$ cat src/rtl/dla_pkg.sv
// Shared types and lane/width constants for the DLA psum write path.
package dla_pkg;

  localparam int unsigned LANES  = 16;
  localparam int unsigned DATA_W = 8;
  localparam int unsigned ADDR_W = 16;

  typedef struct packed {
    logic [ADDR_W-1:0] addr;
    logic [DATA_W-1:0] data;
  } psum_entry_t;

  typedef enum logic [1:0] {
    IDLE  = 2'd0,
    RUN   = 2'd1,
    DRAIN = 2'd2,
    DONE  = 2'd3
  } arb_state_e;

endpackage

$ cat src/rtl/psum_lane_fifo.sv
// Per-lane psum FIFO; a push into a full FIFO is accepted when it is popped in the same cycle.
module psum_lane_fifo
  import dla_pkg::*;
#(
  parameter int unsigned DEPTH = 4
) (
  input  logic                     clk,
  input  logic                     rst,
  input  logic                     push,
  input  logic                     pop,
  input  psum_entry_t              din,
  output psum_entry_t              dout,
  output logic                     full,
  output logic                     empty,
  output logic [$clog2(DEPTH):0]   count
);

  localparam int unsigned AW = $clog2(DEPTH);
  localparam logic [AW:0] FULL_CNT = (AW+1)'(DEPTH);

  logic [AW-1:0] wr_ptr_q, wr_ptr_d;
  logic [AW-1:0] rd_ptr_q, rd_ptr_d;
  logic [AW:0]   count_q, count_d;
  psum_entry_t   mem_q [DEPTH];
  psum_entry_t   mem_d [DEPTH];
  logic          push_ok, pop_ok;

  always_comb begin
    pop_ok  = pop && (count_q != '0);
    push_ok = push && ((count_q != FULL_CNT) || pop_ok);
    mem_d   = mem_q;
    if (push_ok) begin
      mem_d[wr_ptr_q] = din;
    end
    wr_ptr_d = wr_ptr_q + AW'(push_ok);
    rd_ptr_d = rd_ptr_q + AW'(pop_ok);
    count_d  = count_q + (AW+1)'(push_ok) - (AW+1)'(pop_ok);
  end

  always_ff @(posedge clk) begin
    if (!rst) begin
      wr_ptr_q <= '0;
      rd_ptr_q <= '0;
      count_q  <= '0;
      mem_q    <= '{default: '0};
    end else begin
      wr_ptr_q <= wr_ptr_d;
      rd_ptr_q <= rd_ptr_d;
      count_q  <= count_d;
      mem_q    <= mem_d;
    end
  end

  always_comb begin
    dout  = mem_q[rd_ptr_q];
    full  = (count_q == FULL_CNT);
    empty = (count_q == '0);
    count = count_q;
  end

endmodule

$ cat src/rtl/psum_wr_arbiter.sv
// Buffers 16 psum lanes, grants one lane per cycle round-robin to the psum SRAM write port,
// throttles the DLA when a lane nears full, and sequences the end-of-layer drain.
module psum_wr_arbiter
  import dla_pkg::*;
#(
  parameter int unsigned DEPTH        = 4,
  parameter int unsigned STALL_MARGIN = 1
) (
  input  logic                           clk,
  input  logic                           rst,
  input  logic                           layer_start,
  input  logic                           layer_end,
  input  logic [LANES-1:0]               psum_valid,
  input  logic [LANES-1:0][ADDR_W-1:0]   psum_addr,
  input  logic [LANES-1:0][DATA_W-1:0]   psum_data,
  input  logic                           sram_ready,
  output logic                           sram_we,
  output logic [ADDR_W-1:0]              sram_addr,
  output logic [DATA_W-1:0]              sram_wdata,
  output logic                           dla_stall,
  output logic                           layer_done,
  output logic                           busy,
  output logic                           overflow_err
);

  localparam int unsigned CW = $clog2(DEPTH) + 1;
  localparam int unsigned LW = $clog2(LANES);
  localparam logic [CW-1:0] STALL_TH = CW'(DEPTH - STALL_MARGIN);

  logic [LANES-1:0] fifo_full, fifo_empty, pop;
  psum_entry_t      fifo_dout  [LANES];
  logic [CW-1:0]    fifo_count [LANES];

  arb_state_e        state_q, state_d;
  logic [LW-1:0]     rr_ptr_q, rr_ptr_d;
  logic              sram_we_q, sram_we_d;
  logic [ADDR_W-1:0] sram_addr_q, sram_addr_d;
  logic [DATA_W-1:0] sram_wdata_q, sram_wdata_d;
  logic              dla_stall_q, dla_stall_d;
  logic              overflow_q, overflow_d;

  logic              grant_vld;
  logic [LW-1:0]     grant_idx;
  logic              push_lost;

  for (genvar g = 0; g < LANES; g++) begin : g_lane
    psum_lane_fifo #(.DEPTH(DEPTH)) u_fifo (
      .clk   (clk),
      .rst   (rst),
      .push  (psum_valid[g]),
      .pop   (pop[g]),
      .din   ({psum_addr[g], psum_data[g]}),
      .dout  (fifo_dout[g]),
      .full  (fifo_full[g]),
      .empty (fifo_empty[g]),
      .count (fifo_count[g])
    );
  end

  // Round-robin scan starting at rr_ptr; the first non-empty lane wins.
  always_comb begin : arb
    logic [LW-1:0] cand;
    grant_vld = 1'b0;
    grant_idx = rr_ptr_q;
    cand      = '0;
    for (int unsigned k = 0; k < LANES; k++) begin
      cand = rr_ptr_q + LW'(k);
      if (sram_ready && !grant_vld && !fifo_empty[cand]) begin
        grant_vld = 1'b1;
        grant_idx = cand;
      end
    end
    pop = '0;
    if (grant_vld) begin
      pop[grant_idx] = 1'b1;
    end
  end

  // Stall looks at the counts the FIFOs will hold after this cycle's push/pop.
  always_comb begin : stall_calc
    logic [LW-1:0] lane;
    logic [CW-1:0] post;
    logic          push_ok;
    dla_stall_d = 1'b0;
    lane        = '0;
    post        = '0;
    push_ok     = 1'b0;
    for (int unsigned k = 0; k < LANES; k++) begin
      lane    = LW'(k);
      push_ok = psum_valid[lane] && (!fifo_full[lane] || pop[lane]);
      post    = fifo_count[lane] + CW'(push_ok) - CW'(pop[lane]);
      if (post >= STALL_TH) begin
        dla_stall_d = 1'b1;
      end
    end
    push_lost  = |(psum_valid & fifo_full & ~pop);
    overflow_d = (layer_start ? 1'b0 : overflow_q) | push_lost;
  end

  always_comb begin
    rr_ptr_d     = grant_vld ? grant_idx + LW'(1) : rr_ptr_q;
    sram_we_d    = grant_vld;
    sram_addr_d  = grant_vld ? fifo_dout[grant_idx].addr : sram_addr_q;
    sram_wdata_d = grant_vld ? fifo_dout[grant_idx].data : sram_wdata_q;
  end

  always_comb begin
    state_d = state_q;
    case (state_q)
      IDLE:    if (layer_start) state_d = RUN;
      RUN:     if (layer_end) state_d = DRAIN;
      DRAIN:   if ((&fifo_empty) && !grant_vld) state_d = DONE;
      DONE:    state_d = IDLE;
      default: state_d = IDLE;
    endcase
  end

  always_ff @(posedge clk) begin
    if (!rst) begin
      state_q      <= IDLE;
      rr_ptr_q     <= '0;
      sram_we_q    <= 1'b0;
      sram_addr_q  <= '0;
      sram_wdata_q <= '0;
      dla_stall_q  <= 1'b0;
      overflow_q   <= 1'b0;
    end else begin
      state_q      <= state_d;
      rr_ptr_q     <= rr_ptr_d;
      sram_we_q    <= sram_we_d;
      sram_addr_q  <= sram_addr_d;
      sram_wdata_q <= sram_wdata_d;
      dla_stall_q  <= dla_stall_d;
      overflow_q   <= overflow_d;
    end
  end

  always_comb begin
    sram_we      = sram_we_q;
    sram_addr    = sram_addr_q;
    sram_wdata   = sram_wdata_q;
    dla_stall    = dla_stall_q;
    overflow_err = overflow_q;
    layer_done   = (state_q == DONE);
    busy         = (state_q == RUN) || (state_q == DRAIN);
  end

endmodule

$ cat config.mk
export PLATFORM = sky130hd
export DESIGN_NAME = psum_wr_arbiter
export DESIGN_NICKNAME = d
export VERILOG_FILES = /design/src/rtl/dla_pkg.sv /design/src/rtl/psum_lane_fifo.sv /design/src/rtl/psum_wr_arbiter.sv
export SDC_FILE = /design/constraint.sdc
export NUM_CORES = 2
export LEC_CHECK = 0
export CAP_MARGIN = 10
export CORE_MARGIN = 4
export CORE_UTILIZATION = 40
export DETAILED_ROUTE_END_ITERATION = 16
export PLACE_DENSITY = 0.63
export RECOVER_POWER = 25
export SLEW_MARGIN = 20
export SYNTH_ARGS = -nofsm -noshare
export SYNTH_HDL_FRONTEND = slang
export SYNTH_SLANG_ARGS = --single-unit
$ cat constraint.sdc
create_clock -name clk -period 8.1 [get_ports clk]
set_clock_uncertainty 0.05 [all_clocks]
set_input_delay 1.62 -clock clk [delete_from_list [all_inputs] [get_ports clk]]
set_output_delay 1.62 -clock clk [all_outputs]
set_load 0.005 [all_outputs]
Yosys cells after proc, flatten, opt, wreduce, memory -nomap -nowiden
Cells that the tools add are included.

storage, ports and cells
  register bits after elaboration = 1681
  logic and storage cells = 853
  bits of input ports = 405

cells by class
  equality and inequality tests = 38
  $lt $le $gt $ge = 83
  bitwise gates (word level) = 37
  reduce and logical (&&, ||, !) cells = 214
  add/sub/neg operators = 112
  multiplexer cells = 186

operators by type and width
  kind                 number
  $bwmux 96            16
  $mux 24              50
  $bmux 24 s2          16
  $demux 24 s2         16
  $logic_and 1x1->1    97
  $add 3x1->3          32
  $bmux 24 s4          1
  $ge 3x3->1 const B   32
  $not 2->3            32
  $sub 3x1->3          32
  $lt 4x5->1 const B   17
  $add 2x1->2          32
  $bmux 1 s4           16
  $mux 4               15
  $mux 1               50
  $eq 3x3->1 const B   16
  $ge 3x2->1 const B   16
  $logic_not 1->1      48
  $logic_not 3->1      16
  $lt 3x1->1 const B   16
  $ne 3x3->1 const B   16
  $reduce_bool 3->1    16
  $logic_or 1x1->1     33
  $add 4x4->4 const B  8
  other kinds (20)     31

Logic depth before layout (Yosys ltp)
  depth after elaboration = 92
  mapped depth = 30
  mapped depth without buffers = 23

By module
Synthesis repeated with hierarchy kept, for this count alone.

unflattened totals
  cell total of the unflattened synthesis = 7501
  area total of the unflattened synthesis = 80579.8 µm²

by module, submodules not included
  module                                  instances  area each (µm²)  cells each
  psum_lane_fifo at g_lane[0].u_fifo ...  15         4460.5           403
  psum_wr_arbiter                         1          9217.6           1053
  psum_lane_fifo at g_lane[9].u_fifo      1          4454.3           403

Worst setup path before layout
Ideal clock, no wire load.

  path kind = flip-flop to flip-flop
  start point = register rr_ptr_q[1]
  end point = register dla_stall_q, in the netlist dla_stall
  stages on the path, launching flop included = 29
  data required time = 7912 ps
  data arrival time = 6441 ps
  path slack = 1471 ps
  library setup time = 138 ps
  cells stage by stage = dfxtp_1 inv_1 clkbuf_1 ha_1 buf_2 nor4_1 a21oi_1 mux4_2 a22oi_2 nand2_1 or4_1 buf_2 or3_1 a31oi_1 a2111o_1 and2_4 buf_6 buf_4 buf_2 buf_2 nor3b_1 ha_1 inv_1 ha_1 fa_1 a22oi_1 nand4_1 nor4_1 a41oi_1

between the ends
  word-level cells in the longest chain between the ends = 91
  elaborated cells on any way between the ends = 242

RTL lines
  item                                                  line                    text
  start: declaration                                    psum_wr_arbiter.sv:35   logic [LW-1:0] rr_ptr_q, rr_ptr_d;
  start signal: assignment                              psum_wr_arbiter.sv:129  rr_ptr_q <= rr_ptr_d;
  branches (longest 69 deep; another with $add 4x1->4)  n/a
  $mux 16 (*)                                           psum_wr_arbiter.sv:74   if (grant_vld) begin
  $logic_or 1x1->1                                      psum_wr_arbiter.sv:90   push_ok = psum_valid[lane] && (!fifo_full[lane] || pop[lane]);
  $logic_and 1x1->1                                     psum_wr_arbiter.sv:90
  $add 3x1->3                                           psum_wr_arbiter.sv:91   post = fifo_count[lane] + CW'(push_ok) - CW'(pop[lane]);
  $sub 3x1->3                                           psum_wr_arbiter.sv:91
  $ge 3x2->1                                            psum_wr_arbiter.sv:92   if (post >= STALL_TH) begin
  $mux 1 (15 in series)                                 psum_wr_arbiter.sv:92
  $mux 1 (*)                                            psum_wr_arbiter.sv:92
  end signal: assignment                                psum_wr_arbiter.sv:133  dla_stall_q <= dla_stall_d;
  end: declaration                                      psum_wr_arbiter.sv:39   logic dla_stall_q, dla_stall_d;

Every way passes the cells marked *. The select of a mux whose other input is x is not followed.
A chain may end at the register's enable or synchronous reset.

Worst setup path after layout
  start point = register rr_ptr_q[0]
  end point = register g_lane[12].u_fifo.mem_q[29] (netlist name)

between the ends
  word-level cells in the longest chain between the ends = 73
  elaborated cells on any way between the ends = 149

RTL lines
  item                                                  line                   text
  branches (longest 69 deep; another with $add 4x1->4)  n/a
  $mux 16 (*)                                           psum_wr_arbiter.sv:74
  $logic_and 1x1->1 (*)                                 psum_lane_fifo.sv:29   pop_ok = pop && (count_q != '0);
  $logic_or 1x1->1 (*)                                  psum_lane_fifo.sv:30   push_ok = push && ((count_q != FULL_CNT) || pop_ok);
  $logic_and 1x1->1 (*)                                 psum_lane_fifo.sv:30
  end signal: assignment                                psum_lane_fifo.sv:50   mem_q <= mem_d;
  end: declaration                                      psum_lane_fifo.sv:24   psum_entry_t mem_q [DEPTH];

Marked as above.

==> results.md <==
- Outcome: finished with violations
- Violated checks: capacitance limit, slew limit
- Initial DRC Count: 4877
- Max-slew headroom: -198%
- Area grow syn2layout: 15.4%
- Die width: 451 um
- Min-delay worst type: register to register
- RSZ-0062 raised after global routing: false
- Bufs on Longest Clock Path: 3
- Largest net degree at the start of global routing: 208
- Critical Path Sink Type: register
- F_max: 131 MHz
- Mapped Area: 78500 um^2
- Tmin final: 7.63 ns
- Clk slew on worst S/H paths: 0.06 ns
- Initial Utilization: 40.3%
- Post-synth ARST share: 0%
- Worst-margin pin slew: 4.47 ns
- Fin nets: 8280
- IO Pins: 434
- Post-layout power: 37.0 mW
- TritonCTS Buffers: 180
- Final instance area: 90700 um^2
- Via count: 57.7k
- Ratio of final minimum period to clock period: 94.1%
- P per Cell Area: 408 nW/um^2
- Leakage: 39.5 nW
- YS warnings: 0
- Placed inst area: 84400 um^2
- Drt wl/cell: 23.2 um
- Setup bufs post-CTS: 0
- Most used DFF post-synth: dfxtp_1
- Layout cells sized above 1: 11.7%
- Post-CTS sizing: 0
- Drt pass-1 iters: 8
- Core Region: 195000 um^2
- Clock sink count: 1681
- Max-Cap Viols: 5
- IO Port Bufs: 433
- CP required: 8.78 ns
- Post-synth EDFFs: 0
- CTS tree: done
- Yosys reg bits: 1681
- Most frequent cells in the layout: 1663 x dfxtp_1, 1511 x mux2i_1, 1298 x nand2_1, 517 x nor2_1, 403 x clkdlybuf4s50_1
- Vias per cell: 5.48
- CTS H-tree depth: 4
- Final worst slack: 0.474 ns
- Root Buffer: clkbuf_16
- WS Path Type: register to register
- Pre-CTS setup slack: 0.552 ns
- Setup violators final: 0
- Register area share after synthesis: 42.8%
- Average size of a mapped cell: 10.3 um^2
- Arrival @ worst endpoint: 8.31 ns
- Worst-skew pair later-pin latency: 0.83 ns
- Cell Rows: 162
- Maximum VDD drop: 0.00126 V
- CTS Hold Buffers Added: 0
- First-pass GRT wire length: 363 mm
- Grt total ovfl: 0
- Syn nets: 8132
- Syn Inst Count: 7588
- DRC violations left: 0
- Global Route Usage Sum: 23.1%
- Final Hold Vio Count: 0
- Post-DRT Antenna Nets: 0
- Worst setup SP type: register
- DP HPWL: 172 mm
- Most common cell after layout, fill and taps aside: dfxtp_1
- Setup TNS: 0 ns
- Post-layout util: 46.5%
- GP Congestion: 0.929
- Die area: 203000 um^2
- Netlist cell types: 102
- Vias in the first global route: 56.9k
- Slew Limit Fails: 283
- Post-Route WL: 244 mm
- Initial antenna violation count: 37
- CP Max Fanout: 16
- Vert. Die Dim: 451 um
==> layout make-up <==
class / instances / area [um^2]
diodes: 23 / 57.6
clock buffers: 277 / 5430
clock inverters: 55 / 817
fillers: 18100 / 104000
inverters: 116 / 435
multi-input cells: 5180 / 41500
flip-flops and latches: 1681 / 33700
well taps: 2624 / 3280
repair buffers: 577 / 5470
==> layer usage <==
metal / routed length (um) / up-vias / GRT usage, %
li1: - / 27100 / -
met4: 11700 / 10 / 10.3
met2: 113000 / 1616 / 36.9
met3: 12200 / 382 / 3.51
met5: 59 / - / 0
met1: 107000 / 28700 / 31.1
==> report_power, final <==
group | switching (mW) | internal (mW)
Clock | 3.55 | 5.03
Sequential | 0.691 | 9.20
Combinational | 11.7 | 6.83
==> flip-flops by register name (all words and copies together) (netlist names) <==
signal and cells:
g_lane.u_fifo.rd_ptr_q 32, state_q 2, g_lane.u_fifo.wr_ptr_q 32, rr_ptr_q 4, dla_stall 1, overflow_err 1
sram_wdata 8, g_lane.u_fifo.count 48, sram_we 1, sram_addr 16, g_lane.u_fifo.mem_q 1536
==> worst max-delay path, cell delays in order (launching register included) <==
cell	delay, ns
dfxtp_1	0.31
buf_4	0.23
inv_1	0.09
ha_1	0.58
buf_4	0.29
nor4_1	0.08
a2111oi_0	0.71
a21oi_1	0.21
a211oi_1	0.59
or2_2	0.26
nor3_1	0.08
o311ai_0	0.36
a211oi_1	0.21
o31ai_4	0.41
buf_4	0.27
and3_1	0.47
a31o_1	0.33
nand3_1	0.12
nor2_1	1.17
buf_4	0.48
mux2i_1	0.23
==> per-stage QoR <==
stage	std cells	hold slack [ns]
3_5_place_dp	10200	0.393
6_report	10500	0.403
4_1_cts	10500	0.405
2_1_floorplan	7588	0.382
3_3_place_gp	10200	0.389
5_1_grt	10500	0.419
==> Yosys cell counts (13+ instances only) <==
cell	instances	area (um^2)
a2111oi_0	22	193
a211oi_1	36	270
a21oi_1	41	205
a22oi_1	16	120
a31oi_1	13	81.3
and2_1	66	413
and3_1	26	163
buf_1	32	120
buf_2	110	551
buf_4	58	435
buf_6	41	462
clkbuf_1	370	1390
dfxtp_1	1681	33700
fa_1	32	641
ha_1	107	1340
inv_1	114	428
mux2i_1	1511	15100
mux4_2	394	8870
nand2_1	1298	4870
nand3_1	309	1550
nand3b_1	17	128
nand4_1	21	131
nand4b_1	15	131
nor2_1	516	1940
nor2b_1	19	119
nor3_1	32	160
nor4_1	18	113
o211a_1	16	160
o211ai_1	23	173
o21ai_0	278	1390
xnor2_1	63	552
xor2_1	30	263
==> kinds of logic after synthesis <==
logic type / share of synthesized area [%]
buf+inv: 4.32
compound gates: 5.00
flops: 42.8
simple gates: 13.4
fa+ha+maj: 2.52
mux: 30.7
xor+xnor: 1.12
==> worst paths after layout <==
path / from / end / slack (ns) / cells after the start
worst max-delay path: rr_ptr_q[0] / g_lane[12].u_fifo.mem_q[29] / 0.47 / 20
worst min-delay path: g_lane[12].u_fifo.mem_q[10] / g_lane[12].u_fifo.mem_q[10] / 0.40 / 2
worst max register to register: rr_ptr_q[0] / g_lane[12].u_fifo.mem_q[29] / 0.47 / 20
worst min register to register: g_lane[12].u_fifo.mem_q[10] / g_lane[12].u_fifo.mem_q[10] / 0.40 / 2
(Power assumes the default switching activity.)
